**config.mk**
```make
export PLATFORM = sky130hd
export DESIGN_NAME = int_root
export DESIGN_NICKNAME = d
export VERILOG_FILES = /design/src/rtl/int_root_pkg.sv /design/src/rtl/sat_mul17.sv /design/src/rtl/int_root.sv
export SDC_FILE = /design/constraint.sdc
export NUM_CORES = 1
export LEC_CHECK = 0
export ABC_AREA = 1
export CAP_MARGIN = 40
export CORE_MARGIN = 10
export CORE_UTILIZATION = 34
export CTS_CLUSTER_SIZE = 14
export DETAILED_ROUTE_END_ITERATION = 10
export PLACE_DENSITY = 0.57
export REMOVE_ABC_BUFFERS = 1
export SYNTH_ARGS = -nofsm -noshare
export SYNTH_HDL_FRONTEND = slang
export SYNTH_SLANG_ARGS = --single-unit
```
**constraint.sdc**
```tcl
create_clock -name clk -period 7.46 [get_ports clk]
set_input_delay 0.746 -clock clk [delete_from_list [all_inputs] [get_ports clk]]
set_output_delay 0.746 -clock clk [all_outputs]
set_load 0.01 [all_outputs]
```
**src/rtl/int_root_pkg.sv**
```systemverilog
// Shared types and constants for the integer n-th root engine.
// The state encoding and the saturation ceiling are used by both the top and the multiplier.
package int_root_pkg;

    typedef enum logic [1:0] {
        IDLE,
        CAND,
        POW,
        CMP
    } state_t;

    localparam logic        READY  = 1'b1;
    localparam logic        BUSY   = 1'b0;
    localparam logic [16:0] SAT    = 17'h10000;
    localparam logic [15:0] ERR_N0 = 16'hFFFF;

endpackage

```
**src/rtl/sat_mul17.sv**
```systemverilog
// Combinational 17x17 multiplier that clamps to SAT.
// ovf flags any product that reached the ceiling.
module sat_mul17
    import int_root_pkg::*;
(
    input  logic [16:0] a,
    input  logic [16:0] b,
    output logic [16:0] y,
    output logic        ovf
);

    logic [33:0] prod;

    assign prod = {17'd0, a} * {17'd0, b};
    assign ovf  = (prod >= {17'd0, SAT});
    assign y    = ovf ? SAT : prod[16:0];

endmodule

```
**src/rtl/int_root.sv**
```systemverilog
// Iterative floor(x^(1/n)) engine: binary search over an 8-bit result, with each
// candidate raised to the n-th power by a saturating square-and-multiply loop.
module int_root
    import int_root_pkg::*;
(
    input  logic        clk,
    input  logic        nrst,
    input  logic        start,
    input  logic [15:0] inx,
    input  logic [7:0]  inn,
    output logic        ready,
    output logic [15:0] out
);

    state_t      state_q, state_d;
    logic [15:0] x_q;
    logic [7:0]  n_q;
    logic [7:0]  r_q;
    logic [2:0]  b_q;
    logic [16:0] a_q;
    logic [16:0] p_q;
    logic [7:0]  e_q;
    logic        sat_q;
    logic        special_q;
    logic [15:0] out_q;

    logic [7:0]  cand;
    logic [7:0]  r_next;
    logic        done;
    logic [16:0] mul_a;
    logic [16:0] mul_y;
    logic        mul_ovf;

    // One multiplier serves both the squaring (p*p) and accumulating (a*p) steps.
    assign mul_a = e_q[0] ? a_q : p_q;

    sat_mul17 u_mul (
        .a   (mul_a),
        .b   (p_q),
        .y   (mul_y),
        .ovf (mul_ovf)
    );

    assign cand   = r_q | (8'd1 << b_q);
    assign r_next = (!sat_q && (a_q <= {1'b0, x_q})) ? cand : r_q;
    assign done   = (state_q == CMP) && (special_q || (b_q == 3'd0));
    assign ready  = (state_q == IDLE) ? READY : BUSY;
    assign out    = out_q;

    always_comb begin
        // NOTE: the default before the case keeps every path assigned, so no latch is inferred.
        state_d = state_q;
        case (state_q)
            IDLE: if (start) state_d = (inn < 8'd2) ? CMP : CAND;
            CAND: state_d = POW;
            POW:  if (e_q == 8'd0) state_d = CMP;
            CMP:  state_d = (special_q || (b_q == 3'd0)) ? IDLE : CAND;
            default: state_d = IDLE;
        endcase
    end

    always_ff @(posedge clk or negedge nrst) begin
        if (!nrst) begin
            // NOTE: sequential state uses non-blocking assignments so every flop samples pre-edge values.
            state_q <= IDLE;
            out_q   <= '0;
        end else begin
            state_q <= state_d;
            if (done) begin
                if (special_q) out_q <= (n_q == 8'd0) ? ERR_N0 : x_q;
                else           out_q <= {8'h00, r_next};
            end
        end
    end

    // NOTE: datapath registers carry no reset; the state register alone decides when they are meaningful.
    always_ff @(posedge clk) begin
        case (state_q)
            IDLE: begin
                if (start) begin
                    x_q       <= inx;
                    n_q       <= inn;
                    r_q       <= '0;
                    b_q       <= 3'd7;
                    special_q <= (inn < 8'd2);
                end
            end
            CAND: begin
                a_q   <= 17'd1;
                p_q   <= {9'd0, cand};
                e_q   <= n_q;
                sat_q <= 1'b0;
            end
            POW: begin
                if (e_q != 8'd0) begin
                    if (e_q[0]) begin
                        a_q <= mul_y;
                        e_q <= e_q - 8'd1;
                    end else begin
                        p_q <= mul_y;
                        e_q <= e_q >> 1;
                    end
                    sat_q <= sat_q | mul_ovf;
                end
            end
            CMP: begin
                if (!special_q) begin
                    r_q <= r_next;
                    b_q <= b_q - 3'd1;
                end
            end
            default: ;
        endcase
    end

endmodule

```
==> metrics.cfg, run 1 <==
[routing]
viasPerCell=4.75
wire_per_inst_um=17.3
drcViolationCount=0
finalWirelength_um=45200
drtIter0Drc=734
drt-pass1-iter-count=5
wl_met3_um=2970
vias=12400
wl_met1_um=19700
wl_met2_um=21200
ant_nets=0
maxUsedRoutingLayer=met4

[sta]
fin_crit_ns=7.16
slew_viol_final=0
fmax_ghz=0.140
slew_headroom_pct=45.3
worstMarginPinSlew_ns=0.820
period_share_pct=95.9
grt_setup_unrepaired=no
final-setup-viol-count=0
hold_violations=0
skew_ns=0.0127
setup_tns_ns=0

[synthesis]
synth_seq_area_share_pct=18.7
synth_area_sq_um=15100
synth-simple-area-share_pct=23.6
muxShareOfSynthArea_pct=0
ys_seq_elements=97
synth_fa_ha_area_share_pct=40.7
synth_top_family_by_area=adder cells
async_flop_share_pct=18.6
ys_types=40
synth_xor_area_share_pct=0.348
ys.flop_type=edfxtp_1
avgSynthCellArea_sq_um=7.81
syn_inst=1933
synth_compound_area_share_pct=3.42
ys_warn_count=0
synth_edf_count=79

[cells_and_area]
ff_latch_area_sq_um=2820
area_growth_pct=13.1
antenna_cells=0
final_cell_mix=nand2_1, inv_1, fa_1
drive_gt1_share_pct=7.01
multiInputGateArea_sq_um=10300
fillerInstances=4599
layout.cells.most_common=nand2_1
final_nets=2406

[clock_tree]
clk_latency_ns=0.34
postCtsHoldBufs=0
path_clk_slew_ns=0.07
cts_made_buffers=9
htree_levels=3
clockBufferDepth=2
cts.sinks=97
cts_tree=yes
clockRootBuffer=clkbuf_16

[setup_path]
crit_path_start_kind=register
max_stage_delay_ns=0.53
cp.arrival_ns=7.34
r2r_start=e_q[0]
crit_slowest_cell=fa_1
reg2reg_depth=28
reg2reg_slack_ns=0.30
cp_data_required_time_ns=7.64
startpoint=e_q[0]
crit_fanout=32
cp-endpoint=p_q[9]
crit_path_end_kind=register
r2r-end=p_q[9]
path_class=reg2reg

[grt]
grt_usage_pct=17.2
antenna_found_initial=0
grt_pass1_wl_um=72000
grt_overflow_total=0
grt_max_degree=33
first_global_vias=13100

[run]
drv_cap=0

[floorplanning]
die_h_um=231
fp.dieW_um=231
rows=77
die_area_sq_um=53200
ios=44
initial_utilization_pct=34.3
coreArea_sq_um=44000

[placement]
numPortBuffers=43
routabilityCongestion=0.977
dpl.hpwl_um=38800

[status]
status=finished clean

[worst_hold_path]
hp-class=reg2reg

cells in the mapped netlist, types with 13 or more instances:
| cell | instances | area, sq um |
|---|---|---|
| inv_2 | 14 | 52.6 |
| o21a_1 | 13 | 97.6 |
| nand2_1 | 517 | 1940 |
| nand3_1 | 77 | 385 |
| clkinv_1 | 17 | 63.8 |
| dfrtp_1 | 18 | 450 |
| edfxtp_1 | 79 | 2370 |
| ha_1 | 133 | 1660 |
| clkbuf_1 | 35 | 131 |
| fa_1 | 224 | 4480 |
| nor2_1 | 195 | 732 |
| nor2_2 | 16 | 100 |
| o21ai_0 | 20 | 100 |
| a21oi_1 | 34 | 170 |
| inv_1 | 458 | 1720 |
| nand4_1 | 17 | 106 |
layout make-up:
type | count | area share [%]
multi-input combinational | 1305 | 60.2
timing repair buffer | 120 | 6.29
inverter | 489 | 10.7
tap | 592 | 4.34
sequential | 97 | 16.5
clock inverter | 5 | 0.330
clock buffer | 11 | 1.61
worst max-delay path: cells and delay by family (launching register included):
kind / cells / cell delay [ns]
adders and majority gates: 7 / 3.19
and+or+nand+nor: 13 / 2.03
DFF: 1 / 0.39
buffers and inverters: 7 / 0.87
AOI/OAI and AO/OA: 1 / 0.50
layer usage:
| metal | vias up | GRT usage, % |
|---|---|---|
| met2 | 398 | 29.0 |
| met3 | 79 | 2.76 |
| li1 | 5917 | - |
| met1 | 6054 | 22.3 |
| met5 | - | 0 |
| met4 | 0 | 5.43 |
stage by stage:
step           util, %  hold WS, ns  area (sq um)  cells  setup WS, ns
6_report          38.8        0.481         17100   2619         0.303
5_1_grt           38.8        0.531         17100   2619       0.00913
4_1_cts           38.8        0.486         17100   2619         0.298
3_5_place_dp      38.0        0.472         16700   2603         0.342
3_3_place_gp      37.9        0.468         16700   2600         0.372
2_1_floorplan        -        0.450         14900   1891         0.525
kinds of logic after synthesis:
family / Yosys count
adder cells (fa/ha/maj): 357
AND/OR/NAND/NOR: 856
buffers and inverters: 531
flip-flops: 97
AO/OA/AOI/OAI: 86
XOR/XNOR: 6
registers in the layout, indices dropped and copies added, names as in the netlist, named ones only:
name / cells
state_q: 2
n_q: 8
out: 16
e_q: 7
a_q: 17
b_q: 3
x_q: 16
p_q: 17
sat_q: 1
r_q: 8
special_q: 1
worst min path at each step:
stage / slack [ns] / cells after the start / startpoint / endpoint
final: 0.48 / 2 / out[1] / out[1]
after global routing: 0.53 / 2 / out[2] / out[2]
after CTS: 0.49 / 2 / out[1] / out[1]
after detailed placement: 0.47 / 2 / out[7] / out[7]
after global placement: 0.47 / 2 / out[0] / out[0]
after floorplan: 0.45 / 0 / nrst / out[0]
repair_timing:
item	4_1_cts	5_1_grt
endpoints found under the setup margin	0	24
resized for setup	0	2
setup buffers	0	0
Power of run 1 is left out: the tool's default activity adds up to more than one toggle a clock period on the data nets, which glitch-free logic cannot reach.
==> inputs of run 2 (changes only) <==
CTS_BUF_LIST = sky130_fd_sc_hd__clkbuf_4 sky130_fd_sc_hd__clkbuf_8 sky130_fd_sc_hd__clkbuf_16   (was not set)
GPL_TIMING_DRIVEN = 0   (was not set)
==> run 2 against run 1 <==
- hold slack better by 0.0029 ns
- die area unchanged
- wire length down 5.6%
- worst setup slack better by 0.068 ns
- maximum frequency up 0.96%
- via count down 1.3%
- non-clock buffer count down 19
- cell count down 0.73%
- critical path type unchanged
- register-to-register slack better by 0.07 ns
==> metrics.cfg, run 2 (same netlist as run 1, synthesis figures left out) <==
[setup_path]
r2r-end=a_q[11]
reg2reg_slack_ns=0.37
crit_fanout=31
cp.arrival_ns=7.29
crit_path_start_kind=register
path_class=reg2reg
crit_path_end_kind=register
cp.depth=30
critical-path-top-delay-family=adder cells
max_stage_delay_ns=0.60
cp_data_required_time_ns=7.66
crit_slowest_cell=fa_1
cp-endpoint=a_q[11]
reg2reg_depth=30
r2r_start=e_q[0]
startpoint=e_q[0]
worst-path-buf-inv=8

[clock_tree]
cts_tree=yes
cts.sinks=97
htree_levels=3
clockRootBuffer=clkbuf_16
path_clk_slew_ns=0.07
cts_made_buffers=9
clk_latency_ns=0.35
clockBufferDepth=2

[sta]
fmax_ghz=0.141
fin_crit_ns=7.09
worstMarginPinSlew_ns=0.836
slew_viol_final=0
slew_headroom_pct=44.3
final-setup-viol-count=0
layout_setup_ws_ns=0.371
skew_ns=0.00831
hold_violations=0
period_share_pct=95.0

[cells_and_area]
drive_gt1_share_pct=8.47
stdcell_area_sq_um=17200
area_growth_pct=13.6
layout.cells.most_common=nand2_1
post-route-util_pct=39.0
fin_cells=2600
antenna_cells=0
reg_top3=a_q x17, p_q x17
final_cell_mix=nand2_1, inv_1, fa_1
final_nets=2387

[routing]
drt-pass1-iter-count=5
ant_nets=0
vias=12300
wire_per_inst_um=16.4
finalWirelength_um=42700
drtIter0Drc=821
viasPerCell=4.73
drcViolationCount=0

[worst_hold_path]
hp-class=reg2reg

[grt]
grt_overflow_total=0
grt_usage_pct=16.4
grt_pass1_wl_um=69000
first_global_vias=12600
antenna_found_initial=0
grt_max_degree=32

[run]
drv_cap=0

[placement]
numPortBuffers=43
place_area_sq_um=16300
routabilityCongestion=0.894
pre_cts_slack_ns=-0.705
dpl.hpwl_um=35100
place_inst=2538

[floorplanning]
die_h_um=231
ios=44
coreArea_sq_um=44000
rows=77
die_area_sq_um=53200
initial_utilization_pct=34.3
fp.dieW_um=231

[status]
status=finished clean

-- run 2: changes by cell type in the layout (fill, tap and decap cells not counted), moves of 6 or more --
cell | before | now
nor2_2 | 16 | 10
clkinv_2 | 2 | 8
nor2_4 | 1 | 8
o21a_1 | 13 | 0
clkinv_1 | 17 | 6
o21a_4 | 0 | 10
inv_1 | 456 | 443
buf_4 | 72 | 49
clkinvlp_4 | 1 | 15
-- run 2: per-stage QoR --
stage | hold WS [ns] | setup TNS [ns]
detailed placement | 0.469 | -21.36
CTS | 0.490 | 0
global placement | 0.464 | -54.47
finish | 0.484 | 0
floorplan | 0.450 | 0
global route | 0.512 | -0.0584
-- run 2: worst reg2reg max path, delay by kind of cell, from the launching register on --
family	cells	cell delay [ns]
AOI/OAI and AO/OA	1	0.20
adders and majority gates	7	3.55
buffers and inverters	8	0.95
DFF	1	0.42
and+or+nand+nor	14	1.83
-- run 2: timing repair --
action,in CTS,in global routing
resized for setup,28,42
hold buffers,0,0
buffers inserted,15,31
setup endpoints to repair,35,35
pin swaps,0,5
-- run 2: worst min path at each step --
stage | to | startpoint | slack [ns] | cells past startpoint
2_1_floorplan | out[0] | nrst | 0.45 | 0
3_3_place_gp | out[6] | out[6] | 0.46 | 2
3_5_place_dp | out[0] | out[0] | 0.47 | 2
4_1_cts | out[0] | out[0] | 0.49 | 2
5_1_grt | out[3] | out[3] | 0.51 | 2
6_report | out[0] | out[0] | 0.48 | 2
-- run 2: per-layer routing --
layer | wire length (um) | part of all wire, % | GRT usage, %
met1 | 19400 | 45 | 22.4
met2 | 20000 | 47 | 27.1
met3 | 2400 | 5.6 | 1.85
met4 | 952 | 2.2 | 4.36
met5 | 0 | 0 | 0
-- run 2: area by class of cell --
type | count | area [sq um]
well taps | 592 | 741
fillers | 4560 | 26900
clock inverters | 4 | 27.5
flip-flops and latches | 97 | 2820
multi-input cells | 1305 | 10400
clock buffers | 12 | 260
inverters | 489 | 1910
repair buffers | 101 | 965
Power of run 2 is left out for the same reason.
==> inputs of run 3 (changes only) <==
CORE_ASPECT_RATIO = 1.25   (was not set)
CTS_CLUSTER_SIZE = not set   (was 14)
==> run 3 against run 2 <==
- first-iteration DRC count fell by 24%
- clock skew rose by 0.0020 ns
- highest routed layer unchanged
- utilization fell by 0.094 points
- sequential share of layout area barely moved
- critical path type unchanged
- die area barely moved
- final area fell by 0.28%
- largest cell class unchanged
- hold slack got worse by 0.0035 ns
==> metrics.cfg, run 3 (same netlist as run 1, synthesis figures left out) <==
[floorplanning]
coreArea_sq_um=44000
die_area_sq_um=53300
initial_utilization_pct=34.3
rows=86
die_h_um=256
fp.dieW_um=208
ios=44

[cells_and_area]
area_growth_pct=13.3
post-route-util_pct=38.9
reg_top3=a_q x17, p_q x17
final_cell_mix=nand2_1, inv_1, fa_1
final_nets=2386
drive_gt1_share_pct=8.57
fin_cells=2579
layout.cells.most_common=nand2_1
antenna_cells=0

[placement]
dpl.hpwl_um=36600
routabilityCongestion=0.930
place_inst=2514
numPortBuffers=43

[routing]
vias=12300
drtIter0Drc=624
viasPerCell=4.79
drt-pass1-iter-count=5
wire_per_inst_um=17.1
drcViolationCount=0
ant_nets=0
finalWirelength_um=44200

[setup_path]
path_common_cell=fa_1
cp.arrival_ns=7.18
crit_path_end_kind=register
crit_slowest_cell=fa_1
path_class=reg2reg
crit_fanout=32
critical-path-top-delay-family=adder cells
cp_data_required_time_ns=7.56
crit_path_start_kind=register
worst-path-buf-inv=9
max_stage_delay_ns=0.62

[run]
drv_cap=0

[clock_tree]
clk_latency_ns=0.35
htree_levels=3
path_clk_slew_ns=0.07
cts.sinks=97
postCtsHoldBufs=0
clockBufferDepth=2
cts_made_buffers=9
cts_tree=yes
clockRootBuffer=clkbuf_16

[sta]
slew_headroom_pct=39.7
worstMarginPinSlew_ns=0.903
period_share_pct=94.9
slew_viol_final=0
fmax_ghz=0.141
final-setup-viol-count=0
skew_ns=0.0103
grt_setup_unrepaired=no
hold_violations=0
fin_crit_ns=7.08

[status]
status=finished clean

[worst_hold_path]
hp-class=reg2reg

[grt]
grt_pass1_wl_um=71100
grt_usage_pct=16.6
grt_max_degree=33
first_global_vias=13200
grt_overflow_total=0
antenna_found_initial=0

[run 3: cell types whose count changed in the layout (fill, tap and decap cells not counted), sizes merged]
cell / previous run / this run
clkinv: 16 / 14
buf: 58 / 57
clkbuf: 12 / 11
inv: 462 / 465
[run 3: through the flow]
| stage | TNS (ns) | setup WS (ns) | hold WS, ns | instance area (sq um) |
|---|---|---|---|---|
| final | 0 | 0.384 | 0.481 | 17100 |
| after global routing | 0 | 0.000635 | 0.514 | 17100 |
| after CTS | 0 | 0.0216 | 0.486 | 16700 |
| after detailed placement | -35.27 | -1.13 | 0.466 | 16200 |
| after global placement | -50.37 | -1.55 | 0.471 | 16100 |
| after floorplan | 0 | 0.525 | 0.450 | 14900 |
[run 3: what timing repair did]
| action | in CTS | in global routing |
|---|---|---|
| setup endpoints to repair | 35 | 35 |
| resized for setup | 35 | 36 |
| pin swaps | 0 | 6 |
| setup buffers | 20 | 29 |
[run 3: routing by layer]
metal / GRT usage [%] / part of all wire, % / vias to the layer above
met2: 30.0 / 51 / 313
met3: 1.71 / 3.8 / 99
met5: 0 / 0 / -
met1: 19.2 / 40 / 6041
met4: 8.14 / 4.8 / 0
li1: - / - / 5892
[run 3: path summary, 6_finish.rpt]
check	from	to	slack [ns]	cells past startpoint
min in group asynchronous	nrst	out[14]	0.66	1
max in group asynchronous	nrst	out[3]	6.40	2
hold reg to reg	out[3]	out[3]	0.48	2
setup / recovery	e_q[0]	p_q[16]	0.38	31
setup reg to reg	e_q[0]	p_q[16]	0.38	31
hold / removal	out[3]	out[3]	0.48	2
[run 3: cell type report]
cell class | instances | area, sq um
clock buffers | 11 | 258
clock inverters | 5 | 33.8
fillers | 4483 | 26900
inverters | 489 | 1910
multi-input cells | 1305 | 10400
flip-flops and latches | 97 | 2820
well taps | 572 | 716
repair buffers | 100 | 926
[run 3: tightest hold or removal path, stage by stage (launching register included)]
cell and delay (ns):
dfrtp_1 0.35, nand2_1 0.05, nand2_1 0.05
Power of run 3 is left out for the same reason.
